### src/rtl/cpu_pkg.sv
// rtl/cpu_pkg.sv - constants shared by the core, the static RAM and the dump reader
package cpu_pkg;

  localparam int ADDR_W = 4;
  localparam int DATA_W = 8;
  localparam int DEPTH  = 2 ** ADDR_W;

  localparam logic [ADDR_W:0] MAX_RUN = (ADDR_W+1)'(DEPTH);

  typedef enum logic [2:0] {IDLE, READ, CAPT, HOLD, FIN} dump_state_t;

  // Runs longer than the RAM would re-read words, so they are cut to one full pass.
  function automatic logic [ADDR_W:0] clamp_count(input logic [ADDR_W:0] c);
    return (c > MAX_RUN) ? MAX_RUN : c;
  endfunction

endpackage

### src/rtl/out_hold_reg.sv
// rtl/out_hold_reg.sv - registered valid/ready output stage
// Payload is loaded in one cycle and held until the downstream accepts it.
module out_hold_reg #(
  parameter int W = 9
) (
  input  logic         CLK,
  input  logic         RESET,
  input  logic         load,
  input  logic [W-1:0] load_data,
  input  logic         ready,
  output logic [W-1:0] data,
  output logic         valid
);

  always_ff @(posedge CLK or posedge RESET) begin
    if (RESET) begin
      data  <= '0;
      valid <= 1'b0;
    end else if (load) begin
      data  <= load_data;
      valid <= 1'b1;
    end else if (valid && ready) begin
      valid <= 1'b0;
    end
  end

endmodule

### src/rtl/ram_dump_reader.sv
// rtl/ram_dump_reader.sv - streams a contiguous run of data RAM words out over valid/ready
// Read-only: each word takes READ, CAPT, HOLD; the address wraps at the end of the RAM.
module ram_dump_reader
  import cpu_pkg::*;
(
  input  logic              CLK,
  input  logic              RESET,
  input  logic              start,
  input  logic [ADDR_W-1:0] start_addr,
  input  logic [ADDR_W:0]   count,
  output logic              busy,
  output logic              done,
  output logic              ram_cs,
  output logic              ram_rd,
  output logic              ram_we,
  output logic [ADDR_W-1:0] ram_addr,
  input  logic [DATA_W-1:0] ram_rdata,
  output logic [DATA_W-1:0] out_data,
  output logic              out_valid,
  input  logic              out_ready,
  output logic              out_last
);

  localparam logic [ADDR_W:0]   REM_ONE  = (ADDR_W+1)'(1);
  localparam logic [ADDR_W-1:0] ADDR_ONE = ADDR_W'(1);

  dump_state_t       state, state_nxt;
  logic [ADDR_W-1:0] addr, addr_nxt;
  logic [ADDR_W:0]   remaining, remaining_nxt;
  logic              load;
  logic [DATA_W:0]   payload;
  logic [DATA_W:0]   out_word;
  logic              handshake;

  assign handshake = out_valid & out_ready;
  assign payload   = {remaining == REM_ONE, ram_rdata};

  always_comb begin
    state_nxt     = state;
    addr_nxt      = addr;
    remaining_nxt = remaining;
    load          = 1'b0;
    case (state)
      IDLE: begin
        if (start) begin
          if (count == '0) begin
            state_nxt = FIN;
          end else begin
            state_nxt     = READ;
            addr_nxt      = start_addr;
            remaining_nxt = clamp_count(count);
          end
        end
      end
      READ: state_nxt = CAPT;
      CAPT: begin
        load      = 1'b1;
        state_nxt = HOLD;
      end
      HOLD: begin
        if (handshake) begin
          remaining_nxt = remaining - REM_ONE;
          if (remaining == REM_ONE) begin
            state_nxt = FIN;
          end else begin
            addr_nxt  = addr + ADDR_ONE;
            state_nxt = READ;
          end
        end
      end
      FIN:     state_nxt = IDLE;
      default: state_nxt = IDLE;
    endcase
  end

  // Control outputs are registered from the next state so they line up with it.
  always_ff @(posedge CLK or posedge RESET) begin
    if (RESET) begin
      state     <= IDLE;
      addr      <= '0;
      remaining <= '0;
      busy      <= 1'b0;
      done      <= 1'b0;
      ram_cs    <= 1'b0;
    end else begin
      state     <= state_nxt;
      addr      <= addr_nxt;
      remaining <= remaining_nxt;
      busy      <= state_nxt inside {READ, CAPT, HOLD};
      done      <= (state_nxt == FIN);
      ram_cs    <= state_nxt inside {READ, CAPT};
    end
  end

  assign ram_rd   = ram_cs;
  assign ram_we   = 1'b0;
  assign ram_addr = addr;

  out_hold_reg #(.W(DATA_W + 1)) u_out_hold_reg (
    .CLK       (CLK),
    .RESET     (RESET),
    .load      (load),
    .load_data (payload),
    .ready     (out_ready),
    .data      (out_word),
    .valid     (out_valid)
  );

  assign out_data = out_word[DATA_W-1:0];
  assign out_last = out_word[DATA_W];

endmodule

### config.mk
export PLATFORM = sky130hd
export DESIGN_NAME = ram_dump_reader
export DESIGN_NICKNAME = d
export VERILOG_FILES = /design/src/rtl/cpu_pkg.sv /design/src/rtl/out_hold_reg.sv /design/src/rtl/ram_dump_reader.sv
export SDC_FILE = /design/constraint.sdc
export NUM_CORES = 1
export LEC_CHECK = 0
export ABC_AREA = 0
export BUFFER_PORTS_ARGS = -buffer_cell sky130_fd_sc_hd__buf_4
export CAP_MARGIN = 20
export CORE_ASPECT_RATIO = 0.75
export CORE_MARGIN = 3
export CORE_UTILIZATION = 54
export CTS_CLUSTER_DIAMETER = 40
export DETAILED_ROUTE_END_ITERATION = 16
export PLACE_DENSITY = 0.9
export SKIP_CTS_REPAIR_TIMING = 1
export SYNTH_ARGS = -nofsm -noshare
export SYNTH_HDL_FRONTEND = slang
export SYNTH_SLANG_ARGS = --single-unit
### constraint.sdc
create_clock -name CLK -period 3.31 [get_ports CLK]
set_input_delay 0.4965 -clock CLK [delete_from_list [all_inputs] [get_ports CLK]]
set_output_delay 0.4965 -clock CLK [all_outputs]
set_load 0.05 [all_outputs]
==> flow_metrics.tcl <==
set metrics [dict create \
    outcome "finished clean" \
    grt_antenna_before_repair 0 \
    slew_viol_final 0 \
    p_switching_uw 839.8 \
    clk_pin_slew_ns 0.13 \
    tightestPinTransition_ns 0.9218 \
    hold_class "in -> async" \
    syn_nets 154 \
    final_cell_mix "38 x buf_4, 25 x dfrtp_1, 9 x inv_1, 8 x nor2_1, 7 x mux2_2" \
    wl_per_cell_um 16.79 \
    seq_area_frac_synth_pct 46.73 \
    netlist_instances 130 \
    p_leak_nw 0.7739 \
    die_h_um 49.12 \
    ys_warn_count 0 \
    fin_cells 193 \
    synth_area_sq_um 1339 \
    detailed_place_hpwl_mm 2.434 \
    cp-start-kind "flop" \
    grt_overflow 0 \
    grt_pass1_wl_mm 5.250 \
    vias 1146 \
    cts_buffers 3 \
    yosysUniqueCellTypes 43 \
    rsz0062_at_grt "false" \
    cts_tree "yes" \
    nets 186 \
    crit_path_top_delay_cell "or4b_1" \
    cp.arrival_ns 2.18 \
    syn_to_final_growth_pct 21.12 \
    syn-mean-instance-area_sq_um 10.30 \
    portBuffers 38 \
    endpoint_kind "flop" \
    ys_ff_latch 25 \
    final_common_cell "buf_4" \
    setup_tns_ns 0 \
    p_comb_share_pct 58.7 \
    internal_power_uw 830.4 \
    rows 14 \
    crit_fanout 9 \
    pwr-share-seq_pct 33.2 \
    power.share.clock_pct 8.1 \
    crit_family "simple AND/OR/NAND/NOR gates" \
    drcViolationCount 0 \
    dp.cells 189 \
    swShare_pct 50.28 \
    cp.buffers_inverters 0 \
    finalSetupViolCount 0 \
    pin_count 40 \
    synth_ff_type "dfrtp_1" \
    core_area_sq_um 2172 \
    slowest_delay_ns 0.63 \
    antenna_cells 0 \
    crit_chain "ha_1, or4b_1, and3_1, o21ai_0, a21oi_1" \
    fin_ws_ns 1.312 \
    min_period_ns 1.998 \
    grt_pass1_vias 1120 \
    max_freq_mhz 500.5 \
    place_ws_ns 1.093 \
    ir_drop_v 0.0005360 \
    routed_via_density 5.938 \
    die_x_um 63.50 \
    routabilityCongestion 0.8673 \
    dieArea_sq_um 3119 \
    insertion_delay_ns 0.32 \
    grtUsageTotal_pct 21.58 \
    initial_utilization_pct 61.64 \
    p_per_area_nw_per_um2 1030 \
    cp.required_ns 3.50 \
    dr.pass1.iters 4 \
    ys_async_sr_fraction_pct 100.0 \
    path_depth 5 \
    ctsLongestPathBuffers 2 \
    ant_nets 0 \
    reg2regPathDepth 5 \
    hold_viol 0 \
    fin_skew_ns 0.005266 \
    synth_edf_count 0 \
    drv_cap 0 \
    ctsRootBufferMaster "clkbuf_4" \
    drive_above_1_share_pct 34.78 \
    clkSinkCount 25 \
    cts_htree_levels 1 \
    grt_max_degree 26 \
    drt_iter0_markers 85 \
    critical_path_class "reg -> reg" \
    slew_headroom_pct 38.48 \
    total_power_mw 1.670 \
    wl_mm 3.241 \
    min_period_over_period_pct 60.37 \
]
## power groups by stage
stage               clock (mW)  combinational [mW]  sequential [mW]
finish                   0.136               0.980            0.555
floorplan                    0               0.434            0.829
detailed placement           0               0.973            0.556
global route             0.160                1.04            0.575
global placement             0               0.942            0.549
CTS                      0.140               0.978            0.552
## through the flow
step,hold WS [ns],utilization [%],instance area (sq um)
after floorplan,0.4982,-,1339
after global placement,0.4689,73.39,1594
after detailed placement,0.4822,73.39,1594
after CTS,0.3707,74.65,1622
after global routing,0.3545,74.65,1622
final,0.3648,74.65,1622
## synthesized netlist by cell type, types with 3 or more instances
master	number	area, sq um
o21ai_0	6	30.03
o22ai_1	3	18.77
nor2_1	8	30.03
nand3_1	6	30.03
ha_1	3	37.54
mux2_2	7	78.83
nand2_1	5	18.77
o211ai_1	3	22.52
buf_4	3	22.52
clkbuf_1	4	15.01
inv_1	9	33.78
dfrtp_1	25	625.6
a21oi_1	6	30.03
nor3_1	4	20.02
a211oi_1	3	22.52
## cell families (layout without fill, tap and decap cells)
kind of cell	after synthesis	after routing	share of synthesized area (%)
flops	25	25	46.73
mux	9	9	7.850
compound gates	36	36	18.97
simple gates	36	36	15.61
other cells	1	1	0.2801
fa+ha+maj	3	3	2.804
buf+inv	20	51	7.756
## worst paths after layout
check | to | start | slack, ns
max | ram_cs | remaining[0] | 1.31
min | u_out_hold_reg.data[1] | RESET | 0.36
max reg2reg | ram_cs | remaining[0] | 1.31
min reg2reg | u_out_hold_reg.data[6] | u_out_hold_reg.data[6] | 0.51
max in group asynchronous | remaining[0] | RESET | 2.38
min in group CLK | u_out_hold_reg.data[6] | ram_rdata[6] | 0.38
## sequential cells by signal, summed over array words and instances (netlist names)
name and count:
ram_addr 4, done 1, state 3, u_out_hold_reg.data 9, remaining 5, u_out_hold_reg.valid 1, busy 1, ram_cs 1
## per-layer routing
layer	part of all wire [%]	vias to the layer above	wire length [um]	global-route usage, %
li1	-	536	-	-
met1	39	544	1257	26.75
met2	51	60	1659	37.95
met3	8.8	6	284	5.300
met4	1.2	0	40	4.659
met5	0	-	0	0
## layout make-up
class / instances / area [sq um]
Clock buffer: 3 / 22.52
Fill cell: 180 / 550.5
Sequential cell: 25 / 625.6
Timing Repair Buffer: 38 / 285.3
Inverter: 9 / 33.78
Clock inverter: 1 / 5.005
Tap cell: 32 / 40.04
Multi-Input combinational cell: 85 / 609.3
## worst reg2reg max path, cell delays in order, from the launching register on
cell,delay (ns)
dfrtp_1,0.49
ha_1,0.19
or4b_1,0.63
and3_1,0.27
o21ai_0,0.19
a21oi_1,0.10
No activity file was read; power rests on OpenSTA's default activity.
